[config.mk]
export PLATFORM = sky130hd
export DESIGN_NAME = frame_read_arbiter
export DESIGN_NICKNAME = d
export VERILOG_FILES = /design/src/rtl/frame_read_arbiter_pkg.sv /design/src/rtl/frame_read_arbiter_rr_pick.sv /design/src/rtl/frame_read_arbiter.sv
export SDC_FILE = /design/constraint.sdc
export NUM_CORES = 1
export LEC_CHECK = 0
export BUFFER_PORTS_ARGS = -buffer_cell sky130_fd_sc_hd__buf_2
export CAP_MARGIN = 10
export CORE_MARGIN = 2
export CORE_UTILIZATION = 30
export CTS_CLUSTER_SIZE = 12
export DETAILED_ROUTE_END_ITERATION = 6
export PLACE_DENSITY = 0.62
export RECOVER_POWER = 50
export SYNTH_ARGS = -nofsm -noshare
export SYNTH_HDL_FRONTEND = slang
export SYNTH_SLANG_ARGS = --single-unit
[constraint.sdc]
create_clock -name clk -period 1.7 [get_ports clk]
set_clock_uncertainty 0.1 [all_clocks]
set_input_delay 0.34 -clock clk [delete_from_list [all_inputs] [get_ports clk]]
set_output_delay 0.34 -clock clk [all_outputs]
set_load 0.05 [all_outputs]
[src/rtl/frame_read_arbiter_pkg.sv]
// Shared definitions for the frame-buffer read arbiter and related ICE arbiters.
//   FRAME_W     : width of one frame-buffer word (bit 8 is the end-of-frame marker)
//   DEF_ADDR_W  : default frame-buffer address width
//   arb_state_e : arbiter FSM encoding, also exported on the debug port
package frame_read_arbiter_pkg;

  localparam int FRAME_W    = 9;
  localparam int DEF_ADDR_W = 9;

  typedef enum logic [1:0] {
    ST_IDLE    = 2'd0,
    ST_GRANT   = 2'd1,
    ST_RELEASE = 2'd2
  } arb_state_e;

endpackage

[src/rtl/frame_read_arbiter_rr_pick.sv]
// Combinational round-robin selector.
//   req_i     : request vector
//   ptr_i     : highest-priority position this round
//   win_o     : one-hot winner (zero when no request)
//   win_idx_o : binary index of the winner
//   valid_o   : at least one request present
// The first set request at or after ptr_i wins, wrapping past N-1 back to 0.
module frame_read_arbiter_rr_pick #(
  parameter int N = 4,
  localparam int PW = $clog2(N)
) (
  input  logic [N-1:0]  req_i,
  input  logic [PW-1:0] ptr_i,
  output logic [N-1:0]  win_o,
  output logic [PW-1:0] win_idx_o,
  output logic          valid_o
);

  int pos;

  always_comb begin
    win_o     = '0;
    win_idx_o = '0;
    valid_o   = 1'b0;
    pos       = 0;
    for (int k = 0; k < N; k++) begin
      // Wrap by compare so non-power-of-two N works.
      pos = int'(ptr_i) + k;
      if (pos >= N) pos = pos - N;
      for (int j = 0; j < N; j++) begin
        if (!valid_o && req_i[j] && (j == pos)) begin
          valid_o   = 1'b1;
          win_o[j]  = 1'b1;
          win_idx_o = PW'(j);
        end
      end
    end
  end

endmodule

[src/rtl/frame_read_arbiter.sv]
// Shares the single read port of the host-to-ICE frame buffer among NUM_REQ
// frame consumers, round-robin, one frame per grant.
//   clk, rst_n        : clock, asynchronous active-low reset
//   buf_frame_valid   : buffer holds a complete frame at its current tail
//   buf_rd_data       : buffer read data, fanned out on cons_rd_data
//   buf_rd_addr       : granted consumer's read address (0 when nobody granted)
//   buf_latch_tail    : granted consumer's tail-latch pulse, forwarded same cycle
//   req               : per-consumer level request
//   cons_rd_addr      : packed per-consumer addresses, consumer i at [i*ADDR_W +: ADDR_W]
//   cons_latch_tail   : per-consumer tail-latch pulses
//   gnt               : registered one-hot grant, zero when idle
//   cons_frame_valid  : buf_frame_valid routed to the grantee while in GRANT
//   cons_rd_data      : buf_rd_data, unregistered
//   timeout_err       : sticky, a grant was forcibly released by the watchdog
//   timeout_clr       : clears timeout_err (a simultaneous set wins)
//   state_dbg         : current FSM state
//
// Handshake: req[i] is a level the consumer holds while it wants the buffer;
// consumer i owns the read port exactly while gnt[i] is high. Ownership ends on
// the clock edge where the grantee pulses cons_latch_tail (frame consumed),
// drops req, or the watchdog expires; gnt then drops for a RELEASE cycle so the
// buffer tail and frame_valid settle before anyone else is granted.
module frame_read_arbiter
  import frame_read_arbiter_pkg::*;
#(
  parameter int NUM_REQ     = 4,
  parameter int ADDR_W      = DEF_ADDR_W,
  parameter int TIMEOUT_CYC = 4096
) (
  input  logic                      clk,
  input  logic                      rst_n,
  input  logic                      buf_frame_valid,
  input  logic [FRAME_W-1:0]        buf_rd_data,
  output logic [ADDR_W-1:0]         buf_rd_addr,
  output logic                      buf_latch_tail,
  input  logic [NUM_REQ-1:0]        req,
  input  logic [NUM_REQ*ADDR_W-1:0] cons_rd_addr,
  input  logic [NUM_REQ-1:0]        cons_latch_tail,
  output logic [NUM_REQ-1:0]        gnt,
  output logic [NUM_REQ-1:0]        cons_frame_valid,
  output logic [FRAME_W-1:0]        cons_rd_data,
  output logic                      timeout_err,
  input  logic                      timeout_clr,
  output arb_state_e                state_dbg
);

  localparam int PTR_W = $clog2(NUM_REQ);
  localparam int WD_W  = $clog2(TIMEOUT_CYC);
  localparam logic [WD_W-1:0]  WD_LAST  = WD_W'(TIMEOUT_CYC - 1);
  localparam logic [WD_W-1:0]  WD_MAX   = '1;
  localparam logic [PTR_W-1:0] PTR_LAST = PTR_W'(NUM_REQ - 1);

  arb_state_e           state_q;
  logic [NUM_REQ-1:0]   gnt_q;
  logic [PTR_W-1:0]     gidx_q;
  logic [PTR_W-1:0]     rr_ptr_q;
  logic [WD_W-1:0]      wd_cnt_q;
  logic                 timeout_err_q;

  logic [NUM_REQ-1:0]   pick_win;
  logic [PTR_W-1:0]     pick_idx;
  logic                 pick_valid;

  logic                 in_grant;
  logic                 sel_latch;
  logic                 sel_req;
  logic                 exit_latch;
  logic                 exit_drop;
  logic                 exit_wd;

  frame_read_arbiter_rr_pick #(.N(NUM_REQ)) u_rr_pick (
    .req_i     (req),
    .ptr_i     (rr_ptr_q),
    .win_o     (pick_win),
    .win_idx_o (pick_idx),
    .valid_o   (pick_valid)
  );

  // gnt_q is non-zero only in GRANT, so the mux naturally yields address 0
  // and no latch while idle or releasing.
  always_comb begin
    buf_rd_addr = '0;
    sel_latch   = 1'b0;
    sel_req     = 1'b0;
    for (int i = 0; i < NUM_REQ; i++) begin
      if (gnt_q[i]) begin
        buf_rd_addr = cons_rd_addr[i*ADDR_W +: ADDR_W];
        sel_latch   = cons_latch_tail[i];
        sel_req     = req[i];
      end
    end
  end

  assign in_grant   = (state_q == ST_GRANT);
  assign exit_latch = in_grant & sel_latch;
  assign exit_drop  = in_grant & ~sel_req;
  assign exit_wd    = in_grant & (wd_cnt_q == WD_LAST);

  assign buf_latch_tail   = exit_latch;
  assign cons_frame_valid = gnt_q & {NUM_REQ{buf_frame_valid & in_grant}};
  assign cons_rd_data     = buf_rd_data;
  assign gnt              = gnt_q;
  assign timeout_err      = timeout_err_q;
  assign state_dbg        = state_q;

  always_ff @(posedge clk or negedge rst_n) begin
    if (!rst_n) begin
      state_q       <= ST_IDLE;
      gnt_q         <= '0;
      gidx_q        <= '0;
      rr_ptr_q      <= '0;
      wd_cnt_q      <= '0;
      timeout_err_q <= 1'b0;
    end else begin
      // A watchdog release later in this block overrides the clear.
      if (timeout_clr) timeout_err_q <= 1'b0;
      case (state_q)
        ST_IDLE: begin
          if (pick_valid) begin
            gnt_q   <= pick_win;
            gidx_q  <= pick_idx;
            state_q <= ST_GRANT;
          end
        end
        ST_GRANT: begin
          if (wd_cnt_q != WD_MAX) wd_cnt_q <= wd_cnt_q + 1'b1;
          if (exit_latch || exit_drop || exit_wd) begin
            gnt_q   <= '0;
            state_q <= ST_RELEASE;
          end
          // Only a genuine watchdog eviction is an error; a latch or a
          // dropped request in the same cycle takes precedence.
          if (exit_wd && !exit_latch && !exit_drop) timeout_err_q <= 1'b1;
        end
        ST_RELEASE: begin
          rr_ptr_q <= (gidx_q == PTR_LAST) ? '0 : gidx_q + 1'b1;
          wd_cnt_q <= '0;
          state_q  <= ST_IDLE;
        end
        default: state_q <= ST_IDLE;
      endcase
    end
  end

endmodule

==> results of run 1 <==
==> flip-flops by register name, indices dropped and copies added (netlist names) <==
register / cells
gnt: 4
wd_cnt_q: 12
rr_ptr_q: 2
timeout_err: 1
state_dbg: 2
gidx_q: 2
==> metal layers <==
| metal | track usage (%) | up-vias | wire (um) |
|---|---|---|---|
| met1 | 21.6 | 1020 | 2610 |
| li1 | - | 1034 | - |
| met4 | 3.73 | 0 | 84 |
| met3 | 3.44 | 8 | 354 |
| met5 | 0 | - | 0 |
| met2 | 29.6 | 80 | 3400 |
==> critical path, delay by kind of cell (launching register included) <==
family	cells	cell delay, ps
and+or+nand+nor	2	440
DFF	1	430
buffers and inverters	1	140
AOI/OAI and AO/OA	1	290
==> logic make-up after synthesis <==
logic type / after synthesis / synth area share [%]
compound gates: 71 / 29.0
fa+ha+maj: 2 / 1.41
buf+inv: 30 / 8.83
flops: 23 / 32.5
mux: 3 / 1.70
simple gates: 85 / 26.5
==> final timing paths <==
kind / start / to / slack [ps] / cells past startpoint
setup / recovery: state_dbg[1] / buf_latch_tail / -290 / 4
hold / removal: timeout_clr / timeout_err / 180 / 2
setup reg to reg: gnt[1] / timeout_err / -190 / 8
hold reg to reg: gidx_q[0] / rr_ptr_q[0] / 400 / 1
max in group asynchronous: rst_n / gnt[3] / 580 / 2
min in group asynchronous: rst_n / wd_cnt_q[11] / 500 / 2
==> area by class of cell <==
type	count	area, um2
fillers	436	2320
clock buffers	4	45.0
repair buffers	136	1070
multi-input cells	161	1480
well taps	72	90.1
flip-flops and latches	23	583
inverters	5	18.8
==> per-stage QoR <==
stage / util [%] / TNS (ps) / setup slack, ps / hold slack (ps) / instance area, um2
floorplan: - / -4640 / -302 / -55.6 / 2040
global placement: 47.9 / -1000 / -132 / 249 / 2690
detailed placement: 47.9 / -1260 / -144 / 251 / 2690
CTS: 53.5 / -3370 / -309 / 185 / 3000
global route: 58.6 / -5730 / -350 / 166 / 3290
finish: 58.6 / -4090 / -293 / 175 / 3290
==> what timing repair did <==
action,CTS,global route
endpoints found under the setup margin,25,30
cloned,0,1
pin swaps,19,20
resized for setup,58,34
setup buffers,11,10
hold buffers,1,0
endpoints found under the hold margin,23,0
==> placed cells by master (no fill, tap or decap), drive strengths merged, types with 4 or more instances in the layout <==
| cell type | synthesis | layout |
|---|---|---|
| nand2 | 28 | 28 |
| o211ai | 5 | 5 |
| dfrtp | 23 | 23 |
| clkbuf | 13 | 7 |
| o21ai | 9 | 9 |
| and3 | 6 | 6 |
| nor2 | 7 | 7 |
| a21oi | 10 | 10 |
| buf | 12 | 132 |
| nand2b | 4 | 4 |
| nor2b | 12 | 12 |
| a221oi | 10 | 10 |
| o31ai | 11 | 11 |
| nand3 | 7 | 7 |
| inv | 5 | 5 |
==> power groups by stage <==
stage / sequential, uW / clock [uW] / combinational [uW]
final: 864 / 335 / 4300
after global routing: 888 / 372 / 4540
after CTS: 844 / 346 / 3850
after detailed placement: 858 / 0 / 3310
after global placement: 852 / 0 / 3270
after floorplan: 1020 / 0 / 2270
==> summary.txt, run 1 <==
Die
  – Row count: 27
  – Starting density of the core: approximately a third
  – Die area: about 6500 um2
  – I/O pin count: 87
  – Die Wd: around 81 um
  – Die Ht: between 80 and 90 um
  – Total core area: about 5600 um2

Yosys
  – Synth Area per Inst: about 8.3 um2
  – Most common cell in the netlist: nand2_1
  – Flops & latches, synth: 23
  – Mapped Area: approximately 1800 um2
  – EDFF count, synth: 0
  – Synth Instances: about 210
  – Yosys top cell area share: around a third
  – Top cells by count, synth: 28 x nand2_1, 23 x dfrtp_1, 13 x clkbuf_1
  – Register area share after synthesis: 32.5%
  – Largest cells by area after synthesis: dfrtp_1 33%, nand2_1 5.9%, a221oi_1 4.9%
  – Yosys top cell by area: dfrtp_1
  – Syn nets: 273
  – Cell variety after synth: between 40 and 50
  – Asr flop ratio synth: 100%
  – Ys flop type: dfrtp_1
  – Synth Warn #: 0

Power
  – Sw Ratio: around 48%
  – Comb pwr share: between 70% and 80%
  – Pwr per Cell Area: roughly 1700 nW/um2
  – Worst VDD drop: approximately 0.88 mV
  – Total power: ~5500 uW
  – Cell-internal power: about 2900 uW
  – Static Leak: between 0.001 and 0.0015 uW
  – Net Switching: around 2600 uW
  – Sequential power share: between 10% and 20%
  – Clock Power Share: roughly 6%

Place
  – RePlAce Congestion: slightly above 0.8
  – Post-detail-place hpwl: 4200 um
  – Placed cells: between 300 and 400
  – Port bufs: between 60 and 70

Timing
  – Least-Margin Pin Slew: around 590 ps
  – RSZ-0062 raised after global routing: true
  – Endpoints failing setup: 27
  – Min Tclk post-route: 1990 ps
  – FMAX: roughly 500 MHz
  – Final hold vios: 0
  – Worst rel slew slack: 60.8%
  – Final slew viol count: 0
  – Worst setup margin: -293 ps
  – Post-route clock period utilization: 117%

Finish
  – Antenna cells: 0
  – Fin nets: roughly 390
  – P&R area growth vs syn: 85.7%
  – Share of cells above drive strength 1: 61.1%
  – Final Non-Filler Cells: approximately 400

Clock tree
  – Worst skew pair latency: ~270 ps
  – Clock Sinks: 23
  – Worst-path clk slew: roughly 80 ps
  – CTS root buffer: clkbuf_8
  – H-tree levels: 1
  – Max clock buf depth: 2
  – CTS Buf Count: 3
  – CTS tree: yes

Detailed routing
  – Per-cell routed wire length: 16.1 um
  – Iter 0 DRT Violations: about 110
  – DR vias/cell: approximately 5.3
  – Vias: between 2000 and 2500
  – Drt total wl: about 6400 um
  – Drt pass-1 iters: 4
  – Drt drc: 0
  – Antenna Violating Nets Remaining: 0

Critical path
  – Critical path cell sequence: or3b_1 -> a211o_1 -> nand2_4 -> buf_8
  – Max FO, Critical Path: 3
  – CP Data Arrival Time: 1550 ps
  – WS Path Type: flip-flop to output pin
  – Critical Path RT: ~1300 ps
  – Crit start category: flip-flop
  – Max stage delay on crit path: between 400 and 500 ps
  – Crit-path slowest cell: dfrtp_2
  – Worst setup EP type: output pin

Global routing
  – Antenna violations before repair: 0
  – GR Overflow Total: 0
  – First-pass GRT wire length: about 9000 um
  – Vias in the first global route: slightly below 2000
  – Pin count of the biggest net entering global routing: 24
  – GRT Resource Usage Total: between 15 and 20%

Min path
  – Worst hold path class: primary input to flip-flop

Run status
  – Status: finished, violations left
  – Failing checks: setup timing

Run
  – Max-cap violations: 0
Power figures use the tool's default switching activity.
==> run 2, diff against run 1 <==
CELL_PAD_IN_SITES_DETAIL_PLACEMENT = 1   (was unset)
CELL_PAD_IN_SITES_GLOBAL_PLACEMENT = 1   (was unset)
CORE_UTILIZATION = 29   (was 30)
PLACE_DENSITY = 0.8   (was 0.62)
==> summary.txt, run 2 (synthesis results as in run 1) <==
Run status
  – Status: finished, violations left
  – Failing checks: setup timing

Timing
  – Worst hold slack: 163 ps
  – FMAX: 484 MHz
  – Final hold vios: 0
  – RSZ-0062 raised after global routing: true
  – Post-route clock period utilization: 122%
  – Worst rel slew slack: between 50% and 60%
  – Endpoints failing setup: 28
  – Final slew viol count: 0
  – Min Tclk post-route: 2070 ps
  – Least-Margin Pin Slew: ~630 ps
  – Worst setup margin: -366 ps

Power
  – Total power: roughly 5600 uW
  – Pwr per Cell Area: between 1500 and 2000 nW/um2
  – Static Leak: about 0.0014 uW
  – Worst VDD drop: ~1.4 mV

Critical path
  – Worst setup EP type: output pin
  – Critical Path RT: ~1300 ps
  – Worst r2r path cells: 7
  – CP Data Arrival Time: roughly 1600 ps
  – Crit start category: flip-flop
  – WS Path Type: flip-flop to output pin
  – Max FO, Critical Path: 3

Global routing
  – First-pass GRT wire length: approximately 11000 um
  – GRT Resource Usage Total: a little over a fifth
  – Antenna violations before repair: 0
  – GR Overflow Total: 0
  – Pin count of the biggest net entering global routing: 26
  – Vias in the first global route: roughly 2300

Finish
  – Max reg flops: 12
  – Commonest non-fill, non-tap cell in the layout: buf_2
  – Biggest register: wd_cnt_q
  – Reg area: a little under 600 um2
  – P&R area growth vs syn: 81.7%
  – Most frequent cells in the layout: 52 x buf_2, 43 x buf_4, 25 x nand2_1
  – Multi-input gate area: about 1500 um2
  – Fin nets: about 380
  – Fillers: 673
  – Antenna cells: 0
  – Share of cells above drive strength 1: between 60 and 70%

Clock tree
  – H-tree levels: 1
  – Clock Sinks: 23
  – Worst-path clk slew: about 90 ps
  – CTS tree: yes
  – Worst skew pair latency: between 200 and 300 ps
  – CTS root buffer: clkbuf_8
  – CTS Buf Count: 3
  – Max clock buf depth: 2

Die
  – Die Wd: approximately 82 um
  – Die Ht: a little over 80 um
  – Total core area: 5920 um2
  – Starting density of the core: 29.9%
  – Row count: 28
  – Die area: 6750 um2
  – I/O pin count: between 80 and 90

Min path
  – Hold depth: 2
  – Worst hold path class: primary input to flip-flop

Detailed routing
  – Vias: ~2200
  – Per-cell routed wire length: 19.8 um
  – Iter 0 DRT Violations: 63
  – Drt pass-1 iters: 4
  – DR vias/cell: 5.63
  – Drt total wl: 7840 um
  – Antenna Violating Nets Remaining: 0
  – Drt drc: 0

Place
  – Port bufs: 68
  – RePlAce Congestion: approximately 0.81
  – Post-detail-place hpwl: 4840 um

Run
  – Max-cap violations: 0
[run 2: cell count changes in the layout (fill, tap and decap cells not counted), moves of 3 or more]
cell / change
a221oi_4: -3
a221oi_2: +4
nand3_1: -3
buf_4: -7
buf_6: -4
nand3_2: +3
[run 2: power by group]
group | total, uW | switching [uW] | internal, uW
Combinational | 4370 | 2430 | 1940
Clock | 369 | 200 | 169
Sequential | 867 | 163 | 704
Total | 5600 | 2790 | 2810
[run 2: worst max-delay path: stages (launching register included)]
cell     delay [ps]
dfrtp_2         440
or3b_1          360
a211o_1         300
nand2_4         100
buf_8           150
[run 2: path summary, 6_finish.rpt]
check	endpoint	startpoint	slack, ps
setup / recovery	buf_latch_tail	state_dbg[1]	-370
min in group asynchronous	wd_cnt_q[1]	rst_n	500
max in group asynchronous	gnt[3]	rst_n	550
hold / removal	timeout_err	timeout_clr	160
hold reg to reg	rr_ptr_q[0]	gidx_q[0]	400
setup reg to reg	timeout_err	state_dbg[1]	-200
[run 2: repair_timing]
| item | 4_1_cts | 5_1_grt |
|---|---|---|
| pin swaps | 18 | 24 |
| endpoints found under the setup margin | 27 | 31 |
| buffers inserted | 9 | 11 |
| gates resized for setup | 57 | 34 |
| hold buffers | 1 | 0 |
| endpoints found under the hold margin | 23 | 0 |
[run 2: through the flow]
step | std cells | TNS (ps) | setup WS (ps) | instance area (um2) | utilization [%]
6_report | 396 | -5040 | -366 | 3220 | 54.3
3_5_place_dp | 381 | -1590 | -181 | 2660 | 44.9
3_3_place_gp | 381 | -811 | -113 | 2660 | 44.9
4_1_cts | 389 | -4060 | -327 | 2980 | 50.3
5_1_grt | 396 | -6740 | -395 | 3220 | 54.3
2_1_floorplan | 214 | -4640 | -302 | 2040 | -
[run 2: layout make-up]
type | instances | area share, %
Multi-Input combinational cell | 161 | 45.7
Timing Repair Buffer | 128 | 31.2
Clock buffer | 4 | 1.40
Sequential cell | 23 | 18.1
Tap cell | 75 | 2.92
Inverter | 5 | 0.583
[run 2: per-layer routing]
| layer | vias to the layer above | track usage (%) | share of wire, % |
|---|---|---|---|
| li1 | 1015 | - | - |
| met1 | 1094 | 22.0 | 37 |
| met2 | 96 | 39.4 | 53 |
| met3 | 23 | 4.46 | 6.8 |
| met4 | 0 | 9.83 | 3.1 |
| met5 | - | 0 | 0 |
